`src/rtl/noc_pkg.sv`:
```
// Shared router definitions: port numbering, port count and switch-allocator state encoding.
package noc_pkg;

    localparam int NPORT = 5;

    localparam int P_L = 0;
    localparam int P_E = 1;
    localparam int P_W = 2;
    localparam int P_N = 3;
    localparam int P_S = 4;

    typedef enum logic {
        ST_IDLE = 1'b0,
        ST_LOCK = 1'b1
    } alloc_st_t;

    // Reduce (p mod NPORT) for p in 0..2*NPORT-2, used for round-robin pointer arithmetic.
    function automatic logic [2:0] port_wrap(input logic [3:0] p);
        return (p >= 4'(NPORT)) ? 3'(p - 4'(NPORT)) : p[2:0];
    endfunction

endpackage

```
`src/rtl/rr_lock_arb.sv`:
```
// One output port of the switch allocator: round-robin arbitration with a wormhole lock
// held from head to tail, plus the downstream credit counter for that output.
module rr_lock_arb
    import noc_pkg::*;
#(
    parameter int DEPTH = 4,
    parameter int CW    = 3
) (
    input  logic             clk,
    input  logic             rst,
    input  logic [NPORT-1:0] eligible,
    input  logic [NPORT-1:0] tail,
    input  logic             credit_in,
    output logic [NPORT-1:0] grant,
    output logic             busy
);

    alloc_st_t     state_reg, state_next;
    logic [2:0]    owner_reg, owner_next;
    logic [2:0]    ptr_reg, ptr_next;
    logic [CW-1:0] credits_reg, credits_next;

    logic [2:0] win;
    logic [2:0] idx;
    logic       found;
    logic       have_credit;
    logic       transfer;

    assign have_credit = (credits_reg != '0);

    // Walk downward so the candidate closest to ptr is the last one to overwrite win.
    always_comb begin
        win   = ptr_reg;
        idx   = '0;
        found = 1'b0;
        for (int k = NPORT - 1; k >= 0; k--) begin
            idx = port_wrap(4'(ptr_reg) + 4'(k));
            if (eligible[idx]) begin
                win   = idx;
                found = 1'b1;
            end
        end
    end

    always_comb begin
        grant = '0;
        if (!rst && have_credit) begin
            if (state_reg == ST_IDLE) begin
                if (found) begin
                    grant[win] = 1'b1;
                end
            end else begin
                grant[owner_reg] = eligible[owner_reg];
            end
        end
    end

    assign transfer = |grant;
    assign busy     = (state_reg == ST_LOCK) && !rst;

    always_comb begin
        state_next = state_reg;
        owner_next = owner_reg;
        ptr_next   = ptr_reg;
        if (transfer) begin
            if (state_reg == ST_IDLE) begin
                if (tail[win]) begin
                    ptr_next = port_wrap(4'(win) + 4'd1);
                end else begin
                    state_next = ST_LOCK;
                    owner_next = win;
                end
            end else if (tail[owner_reg]) begin
                state_next = ST_IDLE;
                ptr_next   = port_wrap(4'(owner_reg) + 4'd1);
            end
        end
    end

    // A freed slot arriving together with a sent flit cancels out; a surplus credit at DEPTH is dropped.
    always_comb begin
        credits_next = credits_reg;
        case ({transfer, credit_in})
            2'b10:   credits_next = credits_reg - CW'(1);
            2'b01:   credits_next = (credits_reg == CW'(DEPTH)) ? credits_reg : credits_reg + CW'(1);
            default: credits_next = credits_reg;
        endcase
    end

    always_ff @(posedge clk) begin
        if (rst) begin
            state_reg   <= ST_IDLE;
            owner_reg   <= '0;
            ptr_reg     <= '0;
            credits_reg <= CW'(DEPTH);
        end else begin
            state_reg   <= state_next;
            owner_reg   <= owner_next;
            ptr_reg     <= ptr_next;
            credits_reg <= credits_next;
        end
    end

    always_ff @(posedge clk) begin
        if (!rst) begin
            assert (!(credit_in && !transfer && credits_reg == CW'(DEPTH)))
                else $warning("rr_lock_arb: credit returned while counter already at DEPTH");
        end
    end

endmodule

```
`src/rtl/switch_alloc_rr.sv`:
```
// 5-port switch allocator: one locking round-robin arbiter per output; this level only
// gates requests with vld and transposes the request / select matrices.
module switch_alloc_rr #(
    parameter int NPORT = noc_pkg::NPORT,
    parameter int DEPTH = 4,
    parameter int CW    = 3
) (
    input  logic                   clk,
    input  logic                   rst,
    input  logic [NPORT*NPORT-1:0] req,
    input  logic [NPORT-1:0]       vld,
    input  logic [NPORT-1:0]       tail,
    input  logic [NPORT-1:0]       credit_in,
    output logic [NPORT*NPORT-1:0] sel,
    output logic [NPORT-1:0]       gnt,
    output logic [NPORT-1:0]       busy
);

    logic [NPORT-1:0] elig    [NPORT];
    logic [NPORT-1:0] grant_o [NPORT];
    logic [NPORT-1:0] col     [NPORT];

    for (genvar gi = 0; gi < NPORT; gi++) begin : g_out
        for (genvar gj = 0; gj < NPORT; gj++) begin : g_in
            assign elig[gi][gj]         = vld[gj] & req[gj*NPORT + gi];
            assign sel[gi*NPORT + gj]   = grant_o[gi][gj];
            assign col[gj][gi]          = grant_o[gi][gj];
        end

        rr_lock_arb #(
            .DEPTH (DEPTH),
            .CW    (CW)
        ) u_arb (
            .clk       (clk),
            .rst       (rst),
            .eligible  (elig[gi]),
            .tail      (tail),
            .credit_in (credit_in[gi]),
            .grant     (grant_o[gi]),
            .busy      (busy[gi])
        );
    end

    for (genvar gi = 0; gi < NPORT; gi++) begin : g_gnt
        assign gnt[gi] = |col[gi];

        always_ff @(posedge clk) begin
            if (!rst && vld[gi]) begin
                assert ($onehot(req[gi*NPORT +: NPORT]))
                    else $error("switch_alloc_rr: input %0d request is not one-hot", gi);
            end
        end
    end

endmodule
```
`config.mk`:
```
export PLATFORM = sky130hd
export DESIGN_NAME = switch_alloc_rr
export DESIGN_NICKNAME = d
export VERILOG_FILES = /design/src/rtl/noc_pkg.sv /design/src/rtl/rr_lock_arb.sv /design/src/rtl/switch_alloc_rr.sv
export SDC_FILE = /design/constraint.sdc
export NUM_CORES = 1
export LEC_CHECK = 0
export ABC_CLOCK_PERIOD_IN_PS = 4700
export BUFFER_PORTS_ARGS = -buffer_cell sky130_fd_sc_hd__buf_2
export CORE_MARGIN = 1
export CORE_UTILIZATION = 35
export DETAILED_ROUTE_END_ITERATION = 16
export GPL_TIMING_DRIVEN = 0
export PLACE_DENSITY_LB_ADDON = 0.3
export SYNTH_ARGS = -nofsm -noshare
export SYNTH_HDL_FRONTEND = slang
export SYNTH_SLANG_ARGS = --single-unit
export TNS_END_PERCENT = 1
```
`constraint.sdc`:
```
create_clock -name clk -period 4.7 [get_ports clk]
set_input_delay 0.47 -clock clk [delete_from_list [all_inputs] [get_ports clk]]
set_output_delay 0.47 -clock clk [all_outputs]
set_load 0.05 [all_outputs]
```
==> results.yml, run 1 <==
floorplan:
  start_util_pct: 35.70
  rows: 64
  ios: 77
  die_h_microns: 178.9
  die_width_microns: 178.9
  dieArea_sq_um: 31990
  core-area_sq_um: 30670
worst_hold_path:
  holdPathStages: 3
  hold_class: "in2reg"
cts:
  htreeDepth: 2
  cts.sinks: 50
  cts_tree: "yes"
  clk_pin_slew_ns: 0.08
  worstSkewPairLatency_ns: 0.31
  cts_buffers: 5
  clockRootBuffer: "clkbuf_16"
  clock_path_buffers: 2
power_and_ir_drop:
  seqPwrFrac_pct: 7.2
  power_density_nw_per_um2: 767.2
  p_comb_share_pct: 89.0
  power_w: 0.01071
  swShare_pct: 56.17
  clkPwrFrac_pct: 3.8
  vdd_drop_max_mv: 0.8975
  p_leak_nw: 5.373
  p_int_w: 0.004694
  p_sw_w: 0.006017
setup_path:
  critPathArrivalTime_ns: 4.27
  crit_required_ns: 4.23
  worstPathMaxFanout: 11
  end_kind: "primary output"
  reg2reg_depth: 15
  cp-start-kind: "flip-flop"
  worstSetupPathType: "reg2out"
routing:
  drtIter0Drc: 1608
  drc_errors: 0
  vias: 13890
  drt.antenna.violating_nets: 0
  wl_mm: 44.48
  avgViaCountPerCell: 6.577
  dr.pass1.iters: 7
  post_drt_wl_per_cell_microns: 21.07
yosys:
  ys_ff_latch: 50
  ys_types: 92
  yosys_warnings: 0
  ys_seq_area_share_pct: 9.142
  synth_edf_count: 0
  syn-num-nets: 1673
  async_flop_share_pct: 0
  synth_area_sq_um: 10950
  avgSynthCellArea_sq_um: 7.032
  ys.flop_type: "dfxtp_1"
  syn_inst: 1557
finish:
  area_growth_pct: 27.52
  antennaDiodeCount: 0
  seq_area_sq_um: 1050
  fillers: 3049
  drive_gt1_share_pct: 26.65
  multiInputGateArea_sq_um: 10230
  fin_util_pct: 45.52
  finalNetCount: 1830
sta:
  tightest_slew_ns: 0.9044
  rsz0062_at_grt: "yes"
  worst_slack_ns: -0.04025
  maxSlewViolCount: 0
  final_hold_viol_count: 0
  hold_ws_ns: 0.5439
  setup_tns_ns: -0.07939
  setup_viol: 2
  maxSlewHeadroom_pct: 39.71
  finClkSkew_ns: 0.01130
  final.period_utilization_pct: 100.9
  period_needed_ns: 4.740
  max_freq_mhz: 211.0
global_routing:
  grt_pass1_vias: 12650
  grt_start_max_net_pins: 18
  groute.usage.overall_pct: 26.80
  grt_remaining_overflow: 0
  antenna_found_initial: 1
  grt_pass1_wl_mm: 68.26
outcome:
  status: "finished, violations left"
  violations: "setup timing"
flow_run:
  drv_cap: 0
place:
  dp_hpwl_mm: 32.14
  pre_cts_ws_ns: -1.231
  globalplace.congestion: 1.005
  io_buffers: 69
metal layers:
layer  global-route usage [%]  part of all wire, %
met5                        0                0.025
met2                    42.26                   45
met3                    3.626                  8.9
met4                    9.569                  3.2
met1                    36.94                   43
power by group through the flow:
stage / logic [W] / registers (W) / clock network (W)
3_3_place_gp: 0.00748 / 0.000763 / 0
2_1_floorplan: 0.00593 / 0.000716 / 0
6_report: 0.00953 / 0.000775 / 0.000403
5_1_grt: 0.0102 / 0.000799 / 0.000415
3_5_place_dp: 0.00757 / 0.000768 / 0
4_1_cts: 0.00870 / 0.000764 / 0.000405
area by class of cell:
| class | count | share of cell area (%) |
|---|---|---|
| Inverter | 74 | 2.455 |
| Tap cell | 396 | 3.549 |
| Timing Repair Buffer | 155 | 7.635 |
| Clock buffer | 5 | 0.8961 |
| Clock inverter | 3 | 0.1703 |
| Buffer | 95 | 4.490 |
| Sequential cell | 50 | 7.519 |
| Multi-Input combinational cell | 1333 | 73.29 |
cell usage in the layout (no fill, tap or decap), drive strengths merged, types with 17 or more instances in the layout:
cell type,instances
a211oi,51
nand2,137
o32ai,20
o211ai,26
buf,198
nor2,109
o31ai,20
nor3,53
a31oi,22
mux2i,45
a21oi,89
nand3,78
clkbuf,57
nor4,28
xnor2,22
ha,64
dfxtp,50
nor2b,29
or3,17
o21ai,80
inv,66
nand3b,31
and2,27
o22ai,21
nand2b,43
and3,19
synth_stat cells, types with 13 or more instances:
cell type | instances | area share, %
a211oi_1 | 49 | 3.4
or3_1 | 17 | 0.97
a31oi_1 | 22 | 1.3
o211ai_1 | 26 | 1.8
nor3_1 | 51 | 2.3
buf_2 | 24 | 1.1
dfxtp_1 | 50 | 9.1
o22ai_1 | 20 | 1.1
xor2_1 | 13 | 1.0
nand3b_1 | 31 | 2.1
inv_1 | 66 | 2.3
nand2b_1 | 43 | 2.5
ha_1 | 64 | 7.3
nand2_1 | 137 | 4.7
and3_1 | 19 | 1.1
and2_1 | 27 | 1.5
nor2_1 | 109 | 3.7
nor2b_1 | 29 | 1.7
o31ai_1 | 19 | 1.3
nand4_1 | 16 | 0.91
clkbuf_1 | 63 | 2.2
o32ai_1 | 18 | 1.4
a22oi_1 | 14 | 0.96
nand3_1 | 78 | 3.6
o21ai_0 | 78 | 3.6
nor4_1 | 28 | 1.6
a21oi_1 | 89 | 4.1
xnor2_1 | 22 | 1.8
mux2i_1 | 45 | 4.1
worst max-delay path, stage by stage, from the launching register on:
cell and delay (ns):
dfxtp_4 0.37, buf_8 0.13, inv_2 0.07, buf_12 0.15
ha_4 0.17, ha_4 0.31, inv_2 0.06, o21ai_2 0.18
buf_6 0.13, nor4_2 0.04, nor4_2 0.27, buf_4 0.16
a21oi_2 0.07, or3_4 0.41, a311o_1 0.42, a21oi_4 0.20
o32ai_4 0.13, or4b_4 0.52, buf_8 0.17
cell families (layout without fill, tap and decap cells):
family | count (synthesis) | after routing | synth area share, %
xor+xnor | 35 | 35 | 2.800
simple gates | 639 | 639 | 30.80
mux | 67 | 67 | 7.371
fa+ha+maj | 74 | 74 | 9.142
buf+inv | 174 | 332 | 6.411
flops | 50 | 50 | 9.142
compound gates | 518 | 518 | 34.34
what timing repair did:
action	CTS	global route
endpoints found under the setup margin	80	34
hold buffers	0	0
pin swaps	43	56
gates cloned	0	0
buffers inserted	54	32
gates resized for setup	201	135
metrics by stage:
stage / cells / area (sq um)
after floorplan: 1557 / 11160
after global placement: 2022 / 12000
after detailed placement: 2022 / 12000
after CTS: 2082 / 13290
after global routing: 2111 / 13960
final: 2111 / 13960
path summary, 6_finish.rpt:
check | start | endpoint | slack, ns
worst max-delay path | g_out[0].u_arb.ptr_reg[0]$_SDFFE_PP0P_ | gnt[2] | -0.04
worst min-delay path | credit_in[0] | g_out[0].u_arb.credits_reg[2]$_SDFFE_PP1P_ | 0.54
worst max register to register | g_out[1].u_arb.ptr_reg[1]$_SDFFE_PP0P_ | g_out[1].u_arb.credits_reg[2]$_SDFFE_PP1P_ | 0.14
worst min register to register | g_out[3].u_arb.credits_reg[2]$_SDFFE_PP1P_ | g_out[3].u_arb.credits_reg[2]$_SDFFE_PP1P_ | 0.55
(Power assumes the default switching activity.)
==> inputs of run 2 (changes only) <==
SKIP_LAST_GASP = 1   (was not set)
==> run 2 against run 1 <==
The run still ends with setup timing left. Clock power about the same. Largest cell class unchanged. Global-route usage about the same. Hold slack got worse by 0.0092 ns. Largest power group unchanged. Via count increased by 1.1%. Sequential power about the same. Sequential cell count unchanged. Maximum frequency decreased by 0.19%. Setup slack got worse by 0.0089 ns. Core utilization increased by 0.68 points.
==> results.yml, run 2 (same netlist as run 1, synthesis figures left out) <==
finish:
  final_common_cell: "nand2_1"
  drive_gt1_share_pct: 28.02
  mostFrequentLayoutCells: "nand2_1, buf_4, nor2_1"
  area_growth_pct: 29.41
  finalNetCount: 1853
  antennaDiodeCount: 0
  final_area_sq_um: 14170
outcome:
  status: "finished, violations left"
  violations: "setup timing"
sta:
  setup_tns_ns: -0.09739
  final.period_utilization_pct: 101.0
  maxSlewHeadroom_pct: 40.69
  final_hold_viol_count: 0
  maxSlewViolCount: 0
  finClkSkew_ns: 0.01188
  max_freq_mhz: 210.6
  tightest_slew_ns: 0.8897
  period_needed_ns: 4.749
  worst_slack_ns: -0.04918
  setup_viol: 2
  rsz0062_at_grt: "yes"
  hold_ws_ns: 0.5347
cts:
  clock_path_buffers: 2
  worstSkewPairLatency_ns: 0.31
  clk_pin_slew_ns: 0.08
  cts_buffers: 5
  htreeDepth: 2
  cts_tree: "yes"
  clockRootBuffer: "clkbuf_16"
  cts.sinks: 50
global_routing:
  antenna_found_initial: 1
  grt_remaining_overflow: 0
  groute.usage.overall_pct: 26.78
  grt_pass1_wl_mm: 68.21
  grt_pass1_vias: 12630
  grt_start_max_net_pins: 18
flow_run:
  drv_cap: 0
routing:
  drtIter0Drc: 1783
  wl_mm: 44.77
  avgViaCountPerCell: 6.575
  post_drt_wl_per_cell_microns: 20.98
  drc_errors: 0
  vias: 14030
  drt.antenna.violating_nets: 0
  dr.pass1.iters: 6
power_and_ir_drop:
  power_density_nw_per_um2: 768.8
  vdd_drop_max_mv: 0.8485
  p_leak_nw: 5.491
  power_w: 0.01089
setup_path:
  worstPathMaxFanout: 9
  crit_required_ns: 4.23
  critPathArrivalTime_ns: 4.28
  cp-start-kind: "flip-flop"
  end_kind: "primary output"
  worstSetupPathType: "reg2out"
place:
  io_buffers: 69
  pre_cts_ws_ns: -1.231
  dp_hpwl_mm: 32.14
  dpl_cell_area_sq_um: 12000
  globalplace.congestion: 1.005
worst_hold_path:
  hold_class: "in2reg"
floorplan:
  ios: 77
  start_util_pct: 35.70
  die_h_microns: 178.9
  rows: 64
  die_width_microns: 178.9
  core-area_sq_um: 30670
  dieArea_sq_um: 31990
==> run 2: cell count changes in the layout (fill, tap and decap cells not counted), sizes merged <==
cell           previous run  this run
buf                     198       221
clkbuf                   57        56
clkinv                    3         2
clkdlybuf4s15             0         1
clkinvlp                  8         9
==> run 2: worst max-delay path, cell delays in order (launching register included) <==
cell and delay (ns):
dfxtp_4 0.36, clkinvlp_4 0.10, buf_8 0.15, ha_4 0.18, ha_4 0.27, a21o_4 0.25
mux2_4 0.30, mux4_2 0.54, o41a_1 0.39, a211oi_4 0.34, nor2_4 0.10, inv_2 0.08
a2bb2o_4 0.24, nor4_4 0.41, nand2b_2 0.11, buf_8 0.16
==> run 2: final cells by class <==
class	instances	area [sq um]
timing repair buffer	180	1241
fill	3018	16500
multi-input combinational	1333	10260
clock buffer	5	125.1
clock inverter	3	23.77
buffer	93	631.9
inverter	74	341.6
tap	396	495.5
sequential	50	1050
==> run 2: layer usage <==
metal  vias up  wire (microns)  global-route usage (%)
met5         -              13                       0
met3       124            4104                   3.944
met4         2            1330                   9.322
met2       792           20310                   42.36
li1       6355               -                       -
met1      6758           19020                   36.72
==> run 2: report_power, final <==
part	leakage, nW	total [W]	switching, W	internal [W]
combinational	5.00	0.00971	0.00568	0.00403
sequential	0.419	0.000776	0.000188	0.000588
clock	0.0664	0.000403	0.000203	0.000201
==> run 2: what timing repair did <==
action | CTS | global route
hold buffers | 0 | 0
setup buffers | 54 | 57
pin swaps | 43 | 57
gates resized for setup | 188 | 154
endpoints found under the setup margin | 80 | 35
cloned | 0 | 0
==> run 2: through the flow <==
step | utilization (%) | instances
2_1_floorplan | - | 1557
3_3_place_gp | 39.13 | 2022
3_5_place_dp | 39.13 | 2022
4_1_cts | 43.17 | 2082
5_1_grt | 46.20 | 2134
6_report | 46.20 | 2134
==> run 2: worst paths after layout <==
check	to	slack [ns]	from	depth (start not counted)
max	gnt[0]	-0.05	g_out[4].u_arb.ptr_reg[0]$_SDFFE_PP0P_	15
min reg2reg	g_out[0].u_arb.credits_reg[1]$_SDFFE_PP0P_	0.55	g_out[0].u_arb.credits_reg[1]$_SDFFE_PP0P_	2
min	g_out[0].u_arb.credits_reg[2]$_SDFFE_PP1P_	0.53	credit_in[0]	3
max reg2reg	g_out[2].u_arb.credits_reg[2]$_SDFFE_PP1P_	0.19	g_out[2].u_arb.ptr_reg[1]$_SDFFE_PP0P_	15
